===== src/rtl/nios_pio_write_arbiter.sv =====
// Round-robin arbiter sharing the PIO s1 write path between NREQ requesters.
// Optional NIOS_PIO_ARB_SHADOW_EN adds shadow_out and suppresses redundant bus writes.
module nios_pio_write_arbiter #(
    parameter int NREQ    = 4,
    parameter int DW      = 3,
    parameter int MIN_GAP = 2
) (
    input  logic               clk,
    input  logic               reset_n,
    input  logic [NREQ-1:0]    req,
    input  logic [NREQ*DW-1:0] req_data,
    output logic [NREQ-1:0]    gnt,
    output logic [1:0]         m_address,
    output logic               m_chipselect,
    output logic               m_write_n,
    output logic [31:0]        m_writedata,
`ifdef NIOS_PIO_ARB_SHADOW_EN
    output logic [DW-1:0]      shadow_out,
`endif
    output logic               busy
);

    localparam int PW = (NREQ > 1) ? $clog2(NREQ) : 1;

    typedef enum logic [1:0] {IDLE, ISSUE, GAP} state_t;

    state_t          state, state_nxt;
    logic [PW-1:0]   ptr, ptr_nxt;
    logic [7:0]      gap_cnt, cnt_nxt;
    logic [NREQ-1:0] gnt_nxt;
    logic            cs_q, cs_nxt;
    logic [DW-1:0]   wdata_q, wdata_nxt;
    logic [DW-1:0]   shadow_q, shadow_nxt;
    logic            found;
    logic [PW-1:0]   win, idx;
    logic [DW-1:0]   payload;

    always_comb begin
        found = 1'b0;
        win   = '0;
        idx   = '0;
        for (int j = 0; j < NREQ; j++) begin
            idx = PW'((int'(ptr) + j) % NREQ);
            if (!found && req[idx]) begin
                found = 1'b1;
                win   = idx;
            end
        end
        payload = req_data[int'(win)*DW +: DW];
    end

    always_comb begin
        state_nxt  = state;
        ptr_nxt    = ptr;
        cnt_nxt    = gap_cnt;
        gnt_nxt    = '0;
        cs_nxt     = 1'b0;
        wdata_nxt  = '0;
        shadow_nxt = shadow_q;
        case (state)
            IDLE: begin
                if (found) begin
                    state_nxt    = ISSUE;
                    gnt_nxt[win] = 1'b1;
                    cs_nxt       = 1'b1;
                    wdata_nxt    = payload;
                    ptr_nxt      = (int'(win) == NREQ - 1) ? '0 : win + 1'b1;
`ifdef NIOS_PIO_ARB_SHADOW_EN
                    // PIO already holds this value: grant the requester but skip the bus write
                    if (payload == shadow_q) begin
                        cs_nxt    = 1'b0;
                        wdata_nxt = '0;
                    end
`endif
                    shadow_nxt   = payload;
                end
            end
            ISSUE: begin
                if (MIN_GAP == 0) begin
                    state_nxt = IDLE;
                end else begin
                    state_nxt = GAP;
                    cnt_nxt   = 8'(MIN_GAP - 1);
                end
            end
            GAP: begin
                if (gap_cnt == 8'd0) state_nxt = IDLE;
                else                 cnt_nxt   = gap_cnt - 8'd1;
            end
            default: state_nxt = IDLE;
        endcase
    end

    always_ff @(posedge clk) begin
        if (!reset_n) begin
            state     <= IDLE;
            ptr       <= '0;
            gap_cnt   <= '0;
            gnt       <= '0;
            cs_q      <= 1'b0;
            m_write_n <= 1'b1;
            wdata_q   <= '0;
            shadow_q  <= '0;
            busy      <= 1'b0;
        end else begin
            state     <= state_nxt;
            ptr       <= ptr_nxt;
            gap_cnt   <= cnt_nxt;
            gnt       <= gnt_nxt;
            cs_q      <= cs_nxt;
            m_write_n <= ~cs_nxt;
            wdata_q   <= wdata_nxt;
            shadow_q  <= shadow_nxt;
            busy      <= (state_nxt != IDLE);
        end
    end

    assign m_chipselect = cs_q;
    assign m_address    = 2'b00;
    assign m_writedata  = {{(32-DW){1'b0}}, wdata_q};
`ifdef NIOS_PIO_ARB_SHADOW_EN
    assign shadow_out   = shadow_q;
`endif

endmodule


===== config.mk =====
export PLATFORM = sky130hd
export DESIGN_NAME = nios_pio_write_arbiter
export DESIGN_NICKNAME = d
export VERILOG_FILES = /design/src/rtl/nios_pio_write_arbiter.sv
export SDC_FILE = /design/constraint.sdc
export NUM_CORES = 1
export LEC_CHECK = 0
export CAP_MARGIN = 20
export CORE_MARGIN = 10
export CORE_UTILIZATION = 37
export DETAILED_ROUTE_END_ITERATION = 8
export GPL_TIMING_DRIVEN = 0
export HOLD_SLACK_MARGIN = 0.1
export PLACE_DENSITY = 0.76
export RECOVER_POWER = 50
export REMOVE_ABC_BUFFERS = 1
export SKIP_CTS_REPAIR_TIMING = 1
export SYNTH_ARGS = -nofsm -noshare
export SYNTH_HDL_FRONTEND = slang
export SYNTH_SLANG_ARGS = --single-unit

===== constraint.sdc =====
create_clock -name clk -period 1.8 [get_ports clk]
set_clock_uncertainty 0.05 [all_clocks]
set_input_delay 0.18 -clock clk [delete_from_list [all_inputs] [get_ports clk]]
set_output_delay 0.18 -clock clk [all_outputs]
set_load 0.1 [all_outputs]

==> results of run 1 <==
[synth_stat cells, types with 2 or more instances]
cell type   n
o22ai_1     3
inv_1       7
nor2b_1     4
nand2b_1    3
or3_1       2
dfxtp_1    22
a21oi_1     2
ha_1        6
buf_4      31
mux2i_1     7
nand3b_1    2
nand3_1     4
nor2_1      4
o21a_1      3
nand2_1     3
o21ai_0     4
and2_1      6
and3_1      7
[state kept, by name (all words and copies together), names as in the netlist]
register,count
busy,1
gap_cnt,8
gnt,4
m_chipselect,1
m_write_n,1
ptr,2
state,2
wdata_q,3
[through the flow]
stage	hold slack (ns)	setup slack (ns)
after floorplan	0.244	0.0101
after global placement	0.456	-0.440
after detailed placement	0.488	-0.472
after CTS	0.459	-0.225
after global routing	0.482	-0.0818
final	0.460	-0.0150
[final cells by class]
type,instances,area [um^2],area share (%)
clock buffers,3,22.5,1.31
clock inverters,1,30.0,1.74
inverters,7,26.3,1.52
multi-input cells,109,776,45.0
flip-flops and latches,22,445,25.8
well taps,46,57.6,3.34
repair buffers,36,367,21.3
[worst min-delay path, delay by kind of cell]
family                 cells  cell delay (ns)
muxes                      1             0.12
buffers and inverters      1             0.39
AOI/OAI and AO/OA          1             0.08
[power by group through the flow]
stage	clock network (W)	logic (W)	registers, W
6_report	0.000373	0.000998	0.000596
5_1_grt	0.000404	0.00106	0.000605
4_1_cts	0.000382	0.000905	0.000587
3_5_place_dp	0	0.000903	0.000598
3_3_place_gp	0	0.000896	0.000597
2_1_floorplan	0	0.000535	0.000809
[per-layer routing]
layer	vias up	global-route usage [%]	routed length, um
met5	-	0	0
met1	469	9.01	1200
met2	42	13.3	1500
met4	0	3.17	39
li1	505	-	-
met3	5	2.25	219
[how the worst min path moves through the flow]
stage	from	end	slack, ns
2_1_floorplan	reset_n	ptr[0]	0.24
6_report	req_data[11]	wdata_q[2]	0.46
5_1_grt	req_data[11]	wdata_q[2]	0.48
3_3_place_gp	ptr[0]	ptr[0]	0.46
3_5_place_dp	ptr[0]	ptr[0]	0.49
4_1_cts	req_data[11]	wdata_q[2]	0.46
[cell families after synthesis]
family,Yosys count
xor+xnor,1
flops,22
compound gates,22
other cells,1
mux,7
simple gates,42
buf+inv,40
fa+ha+maj,6
==> flow_summary_export.csv, run 1 <==
group,metric,value,unit
outcome,status,"finished with violations",
outcome,violations,"negative setup slack",
power_and_ir_drop,p_int,0.00105,W
logic_synthesis,synth_cells,141,
critical_path,startpoint_type,"flop",
logic_synthesis,ys_warn_count,0,
place,placed_cell_area,0.00152,mm^2
place,place_inst,211,
finish,final_cell_mix,"31 x conb_1, 18 x dfxtp_1, 17 x clkdlybuf4s50_1",
critical_path,worst-setup-path-type,"reg2reg",
global_routing,antenna_found_initial,0,
global_routing,grt_use_total,7.86,%
sta,setup_slack,-0.0150,ns
drt,drcViolationCount,0,
sta,fin_tns_setup,-0.0150,ns
logic_synthesis,synth_edf_count,0,
clock_tree,clockRootBuffer,"clkbuf_4",
power_and_ir_drop,seq_power_share,30.3,%
sta,period_needed,1.82,ns
power_and_ir_drop,total_power,0.00197,W
clock_tree,h-tree-depth,1,
floorplan,die_y,79.8,um
finish,area_growth,30.5,%
global_routing,grt_max_degree,20,
logic_synthesis,ys_types,39,
run,max_cap_viol_count,0,
drt,vias,1021,
finish,fillers,326,
critical_path,worst_ep_arrival_time,1.98,ns
finish,fin_util,50.9,%
floorplan,rows,21,
global_routing,grt_pass1_wl,4260,um
power_and_ir_drop,clockPowerShare,19.0,%
clock_tree,path_clk_slew,0.12,ns
finish,final_common_cell,"conb_1",
place,port_buffers,27,
sta,hold_viol_final,0,
critical_path,ff2ff_path_depth,7,
power_and_ir_drop,power_leakage,0.924,nW
finish,finalInstanceArea,0.00172,mm^2
floorplan,io_pins,59,
critical_path,worstPathCellList,"inv_2 > ha_2 > or3b_4 > o21ai_4 > a2111oi_4 > xor2_1 > and3_1",
logic_synthesis,ys.flop_type,"dfxtp_1",
drt,avgViaCountPerCell,4.56,
critical_path,cp-startpoint,"gap_cnt[0]",
sta,relSlewSlack,34.3,%
logic_synthesis,synth-adder-area-share,5.68,%
power_and_ir_drop,pwr-share-comb,50.7,%
logic_synthesis,synth_top_area_cell,"dfxtp_1",
power_and_ir_drop,swShare,46.6,%
critical_path,cp_top_family,"simple AND/OR/NAND/NOR gates",
logic_synthesis,synth_area_per_cell,9.37,um^2
clock_tree,clock_latency,0.30,ns
power_and_ir_drop,cellPowerDensity,1140,mW/mm^2
logic_synthesis,synthArstFlopShare,0,%
logic_synthesis,synth_compound_area_share,15.0,%
clock_tree,clock_sinks,22,
finish,fin_cells,224,
logic_synthesis,synth_top_area_share,33.3,%
power_and_ir_drop,p_sw,0.000917,W
place,hpwl,2110,um
place,place_congestion,0.753,
min_path,worstHoldPathCells,3,
global_routing,grt_pass1_vias,978,
critical_path,crit_path_max_fanout,4,
logic_synthesis,synth_xor_area_share,0.663,%
sta,fin_crit_sh,101,%
drt,drtPass1Iterations,4,
finish,drive_gt1_share,19.7,%
sta,worst_slew_pin_slew,0.985,ns
critical_path,critPathCaptureType,"flop",
logic_synthesis,synth.cell_area,0.00132,mm^2
finish,num_antenna_cells,0,
critical_path,cp_slowest_cell,"or3b_4",
logic_synthesis,synth_mux_area_share,5.30,%
critical_path,worst_path_largest_cell_delay,0.42,ns
global_routing,gr-total-overflow,0,
floorplan,core_area,0.00339,mm^2
critical_path,endpoint,"gap_cnt[5]",
clock_tree,cts_buffers,3,
floorplan,dieArea,0.00636,mm^2
clock_tree,clockBufferDepth,2,
floorplan,initial_utilization,39.0,%
drt,wl_per_cell,13.2,um
drt,drt_iter0_drc,35,
logic_synthesis,synth-simple-area-share,19.5,%
logic_synthesis,ys_ff_latch,22,
sta,max_freq,551,MHz
sta,drv_slew,0,
clock_tree,cts_tree,"yes",
critical_path,worst-path-stages,7,
logic_synthesis,synth_area_leaders,"dfxtp_1 33%, buf_4 18%, ha_1 5.7%",
critical_path,rr_startpoint,"gap_cnt[0]",
sta,setup_viol,1,
logic_synthesis,synth_top_family_by_area,"buffers and inverters",
floorplan,die-width,79.8,um
critical_path,r2r_slack,-0.02,ns
logic_synthesis,seq_area_frac_synth,33.3,%
drt,routed_wl,2960,um
sta,rsz0062_at_grt,"true",
critical_path,required,1.96,ns
critical_path,crit_buf_inv,1,
min_path,hp-class,"in2reg",
finish,num-nets-final,203,
power_and_ir_drop,ir_drop,0.502,mV
drt,ant_nets,0,
critical_path,timing.rr.end,"gap_cnt[5]",
Note: power is estimated with default switching activity, not from simulation.
==> run 2, diff against run 1 <==
- CORE_UTILIZATION: 37 -> 35
- PLACE_DENSITY: 0.76 -> 0.75
==> run 2 against run 1 <==
The flow now finishes without violations. Core utilization shrank 4.1 points. Critical path depth is the same. Maximum frequency grew 2.6%. Sequential share of layout area grew 0.24 points. Clock power grew 23%. Die area grew 4.3%. Register-to-register slack gained 0.05 ns. Critical endpoint unchanged.
==> flow_summary_export.csv, run 2 (synthesized netlist as in run 1, its figures left out) <==
group,metric,value,unit
outcome,status,"completed",
finish,regMostFlops,"gap_cnt",
global_routing,grt_pass1_vias,959,
global_routing,antenna_found_initial,0,
place,placed_cell_area,0.00152,mm^2
finish,top_regs,"gap_cnt x8, gnt x4, wdata_q x3",
power_and_ir_drop,total_power,0.00203,W
drt,drt_iter0_drc,29,
sta,fin_crit_sh,98.2,%
clock_tree,clock_latency,0.26,ns
min_path,min-delay-start,"gap_cnt[3]",
drt,wl_per_cell,12.7,um
drt,routed_wl,2870,um
critical_path,worst_path_largest_cell_delay,0.41,ns
critical_path,startpoint_type,"flop",
place,place_congestion,0.784,
critical_path,ff2ff_path_depth,7,
clock_tree,cts_tree,"yes",
floorplan,initial_utilization,36.1,%
finish,final_cell_mix,"31 x conb_1, 17 x dfxtp_1, 16 x clkdlybuf4s50_1",
critical_path,timing.rr.end,"gap_cnt[5]",
min_path,hp-class,"reg2reg",
critical_path,cp_slowest_cell,"or3b_4",
sta,period_needed,1.77,ns
critical_path,required,1.91,ns
clock_tree,clockBufferDepth,2,
sta,max_freq,565,MHz
global_routing,grt_max_degree,20,
sta,setup_viol,0,
critical_path,critPathCaptureType,"flop",
power_and_ir_drop,power_leakage,0.891,nW
sta,relSlewSlack,21.6,%
floorplan,dieArea,0.00663,mm^2
sta,setup_slack,0.0315,ns
finish,drive_gt1_share,18.5,%
place,port_buffers,27,
run,max_cap_viol_count,0,
place,hpwl,2110,um
floorplan,io_pins,59,
clock_tree,clock_sinks,22,
global_routing,grt_use_total,7.21,%
sta,hold_viol_final,0,
critical_path,r2r_slack,0.03,ns
floorplan,die-width,81.4,um
drt,avgViaCountPerCell,4.42,
critical_path,worst-setup-path-type,"reg2reg",
critical_path,crit_path_max_fanout,4,
clock_tree,cts_buffers,3,
drt,vias,999,
clock_tree,clockRootBuffer,"clkbuf_8",
critical_path,worst_ep_arrival_time,1.87,ns
finish,multiInputGateArea,773,um^2
drt,ant_nets,0,
clock_tree,h-tree-depth,1,
finish,fillers,348,
global_routing,grt_pass1_wl,3960,um
power_and_ir_drop,ir_drop,0.547,mV
sta,fin_tns_setup,0,ns
finish,final_common_cell,"conb_1",
critical_path,rr_startpoint,"gap_cnt[0]",
sta,drv_slew,0,
finish,num_antenna_cells,0,
global_routing,gr-total-overflow,0,
drt,drtPass1Iterations,4,
finish,area_growth,29.6,%
finish,seqCellArea,447,um^2
floorplan,core_area,0.00366,mm^2
finish,largest_reg_flops,8,
critical_path,worstPathCellList,"inv_2 > ha_4 > or3b_4 > o21ai_4 > a2111oi_4 > xor2_1 > and3_1",
min_path,worstHoldPathCells,2,
power_and_ir_drop,cellPowerDensity,1190,mW/mm^2
finish,finalInstanceArea,0.00171,mm^2
finish,num-nets-final,203,
floorplan,die_y,81.4,um
min_path,min_to,"gap_cnt[3]",
clock_tree,path_clk_slew,0.08,ns
place,dp_slack,-0.452,ns
floorplan,rows,22,
drt,drcViolationCount,0,
sta,worst_slew_pin_slew,1.18,ns
## run 2: changes by cell type in the layout (fill, tap and decap cells not counted), moves of 2 or more
cell            before  now
dlymetal6s2s_1      10    8
clkbuf_1             0    4
clkbuf_8             0    3
clkbuf_4             3    0
## run 2: metal layers
layer  GRT usage, %  vias up  wire length, um
met4           1.56        0                0
met1           7.73      457             1170
met5              0        -                0
li1               -      502                -
met3           4.15        0              284
met2           12.1       40             1410
## run 2: worst max-delay path by stage
stage / end / from / cells past startpoint
floorplan: gap_cnt[5] / gap_cnt[0] / 7
global placement: ptr[1] / req[0] / 8
detailed placement: ptr[1] / req[0] / 8
CTS: ptr[1] / ptr[1] / 7
global route: gap_cnt[5] / gap_cnt[0] / 7
finish: gap_cnt[5] / gap_cnt[0] / 7
## run 2: area by class of cell
| type | instances | share of cell area (%) |
|---|---|---|
| clock inverter | 1 | 1.75 |
| tap | 48 | 3.51 |
| clock buffer | 3 | 2.41 |
| multi-input combinational | 109 | 45.1 |
| timing repair buffer | 36 | 19.6 |
| inverter | 7 | 1.53 |
| sequential | 22 | 26.1 |
## run 2: critical path: cells and delay by family, from the launching register on
kind	cells	cell delay, ns
AOI/OAI and AO/OA	2	0.31
xor gates and xnor gates	1	0.17
DFF	1	0.33
buffers and inverters	1	0.09
and+or+nand+nor	2	0.59
adders and majority gates	1	0.12
## run 2: power breakdown
group / total, W / leakage, nW / internal, W / switching [W]
clock network: 0.000457 / 0.0357 / 0.000297 / 0.000160
logic: 0.000978 / 0.673 / 0.000261 / 0.000717
registers: 0.000596 / 0.183 / 0.000550 / 0.0000455
## run 2: per-stage QoR
step | cells | utilization [%] | hold slack (ns)
after global placement | 213 | 41.6 | 0.459
final | 226 | 46.8 | 0.488
after detailed placement | 213 | 41.6 | 0.477
after global routing | 226 | 46.8 | 0.504
after floorplan | 138 | - | 0.244
after CTS | 217 | 43.5 | 0.488
==> run 3, diff against run 2 <==
- CAP_MARGIN: 20 -> 0
- CORE_MARGIN: 10 -> 2
==> run 3 against run 2 <==
Critical path type unchanged. Combinational power is 0.5% lower. Largest cell class unchanged. Total power barely moved. Final area down 1.2%. Clock power increased by 0.9%. Sequential share of layout area up 0.40 points. Highest routed layer is now met4.
==> flow_summary_export.csv, run 3 (synthesized netlist as in run 1, its figures left out) <==
group,metric,value,unit
global_routing,grt_max_degree,20,
finish,finalInstanceArea,0.00169,mm^2
clock_tree,cts_buffers,3,
critical_path,worst_path_largest_cell_delay,0.41,ns
drt,routed_wl,2380,um
power_and_ir_drop,power_leakage,0.775,nW
clock_tree,h-tree-depth,1,
sta,relSlewSlack,21.8,%
critical_path,rr_startpoint,"gap_cnt[0]",
outcome,status,"completed",
drt,drtPass1Iterations,4,
clock_tree,clockRootBuffer,"clkbuf_8",
floorplan,io_pins,59,
place,place_congestion,0.733,
power_and_ir_drop,ir_drop,0.645,mV
clock_tree,path_clk_slew,0.08,ns
clock_tree,clock_latency,0.27,ns
place,hpwl,1580,um
critical_path,cp_slowest_cell,"or3b_4",
place,dp_slack,-0.453,ns
sta,max_freq,567,MHz
critical_path,worst-setup-path-type,"reg2reg",
drt,ant_nets,0,
critical_path,crit_path_max_fanout,3,
place,placed_cell_area,0.00152,mm^2
min_path,hp-class,"reg2reg",
floorplan,initial_utilization,36.4,%
sta,hold_ws,0.474,ns
critical_path,r2r_slack,0.03,ns
sta,setup_viol,0,
finish,top_regs,"gap_cnt x8, gnt x4, wdata_q x3",
clock_tree,cts_tree,"yes",
power_and_ir_drop,total_power,0.00203,W
finish,regMostFlops,"gap_cnt",
finish,drive_gt1_share,20.7,%
critical_path,crit_buf_inv,1,
sta,period_needed,1.77,ns
floorplan,dieArea,0.00428,mm^2
floorplan,core_area,0.00363,mm^2
run,max_cap_viol_count,0,
drt,drcViolationCount,0,
sta,fin_crit_sh,98.1,%
sta,fin_tns_setup,0,ns
finish,num-nets-final,204,
min_path,min-delay-start,"gap_cnt[3]",
critical_path,worstPathCellList,"inv_2 > ha_2 > or3b_4 > o21ai_4 > a2111oi_4 > xor2_1 > and3_1",
floorplan,rows,22,
critical_path,required,1.91,ns
min_path,worstHoldPathCells,2,
critical_path,cp_top_family,"simple AND/OR/NAND/NOR gates",
critical_path,ff2ff_path_depth,7,
finish,area_growth,28.0,%
drt,wl_per_cell,10.5,um
drt,drt_iter0_drc,24,
sta,hold_viol_final,0,
drt,vias,1008,
global_routing,antenna_found_initial,0,
clock_tree,clockBufferDepth,2,
critical_path,timing.rr.end,"gap_cnt[5]",
critical_path,critPathCaptureType,"flop",
power_and_ir_drop,cellPowerDensity,1200,mW/mm^2
drt,avgViaCountPerCell,4.44,
finish,largest_reg_flops,8,
global_routing,grt_pass1_wl,3310,um
min_path,min_to,"gap_cnt[3]",
clock_tree,clock_sinks,22,
floorplan,die_y,65.4,um
sta,worst_slew_pin_slew,1.18,ns
sta,setup_slack,0.0348,ns
finish,num_antenna_cells,0,
global_routing,grt_use_total,10.3,%
global_routing,grt_pass1_vias,789,
global_routing,gr-total-overflow,0,
finish,final_cell_mix,"31 x conb_1, 18 x dfxtp_1, 15 x clkdlybuf4s50_1",
finish,final_common_cell,"conb_1",
sta,drv_slew,0,
floorplan,die-width,65.4,um
critical_path,worst_ep_arrival_time,1.88,ns
place,port_buffers,27,
critical_path,startpoint_type,"flop",
run 3: cell count changes in the layout (fill, tap and decap cells not counted), sizes merged:
cell / change
clkbuf: +8
clkdlybuf4s50: -1
dlymetal6s2s: -6
run 3: worst register-to-register path: cells and delay by family, from the launching register on:
kind	cells	cell delay, ns
AOI/OAI and AO/OA	2	0.31
xor gates and xnor gates	1	0.16
adders and majority gates	1	0.16
buffers and inverters	1	0.06
DFF	1	0.32
and+or+nand+nor	2	0.60
run 3: worst max path at each step:
stage | from | to | cells after the start
2_1_floorplan | gap_cnt[0] | gap_cnt[5] | 7
4_1_cts | ptr[1] | ptr[1] | 7
6_report | gap_cnt[0] | gap_cnt[5] | 7
3_5_place_dp | req[0] | ptr[1] | 8
3_3_place_gp | req[0] | ptr[1] | 8
5_1_grt | req[3] | ptr[1] | 8
run 3: through the flow:
step           util, %  std cells
2_1_floorplan        -        138
3_3_place_gp      41.9        213
3_5_place_dp      41.9        213
4_1_cts           43.9        217
5_1_grt           46.6        227
6_report          46.6        227
run 3: area by class of cell:
cell class / count / area (um^2)
fill: 367 / 1940
clock inverter: 1 / 30.0
timing repair buffer: 37 / 284
clock buffer: 3 / 41.3
inverter: 7 / 26.3
multi-input combinational: 109 / 802
tap: 48 / 60.1
sequential: 22 / 448
run 3: routing by layer:
| metal | up-vias | GRT usage, % | wire length, um |
|---|---|---|---|
| li1 | 503 | - | - |
| met1 | 467 | 12.1 | 1050 |
| met2 | 34 | 16.1 | 1140 |
| met3 | 4 | 1.88 | 122 |
| met4 | 0 | 8.59 | 65 |
| met5 | - | 0 | 0 |
run 3: power breakdown:
group | internal [W] | total [W] | switching (W)
Combinational | 0.000253 | 0.000973 | 0.000720
Clock | 0.000297 | 0.000461 | 0.000163
Sequential | 0.000552 | 0.000598 | 0.0000460
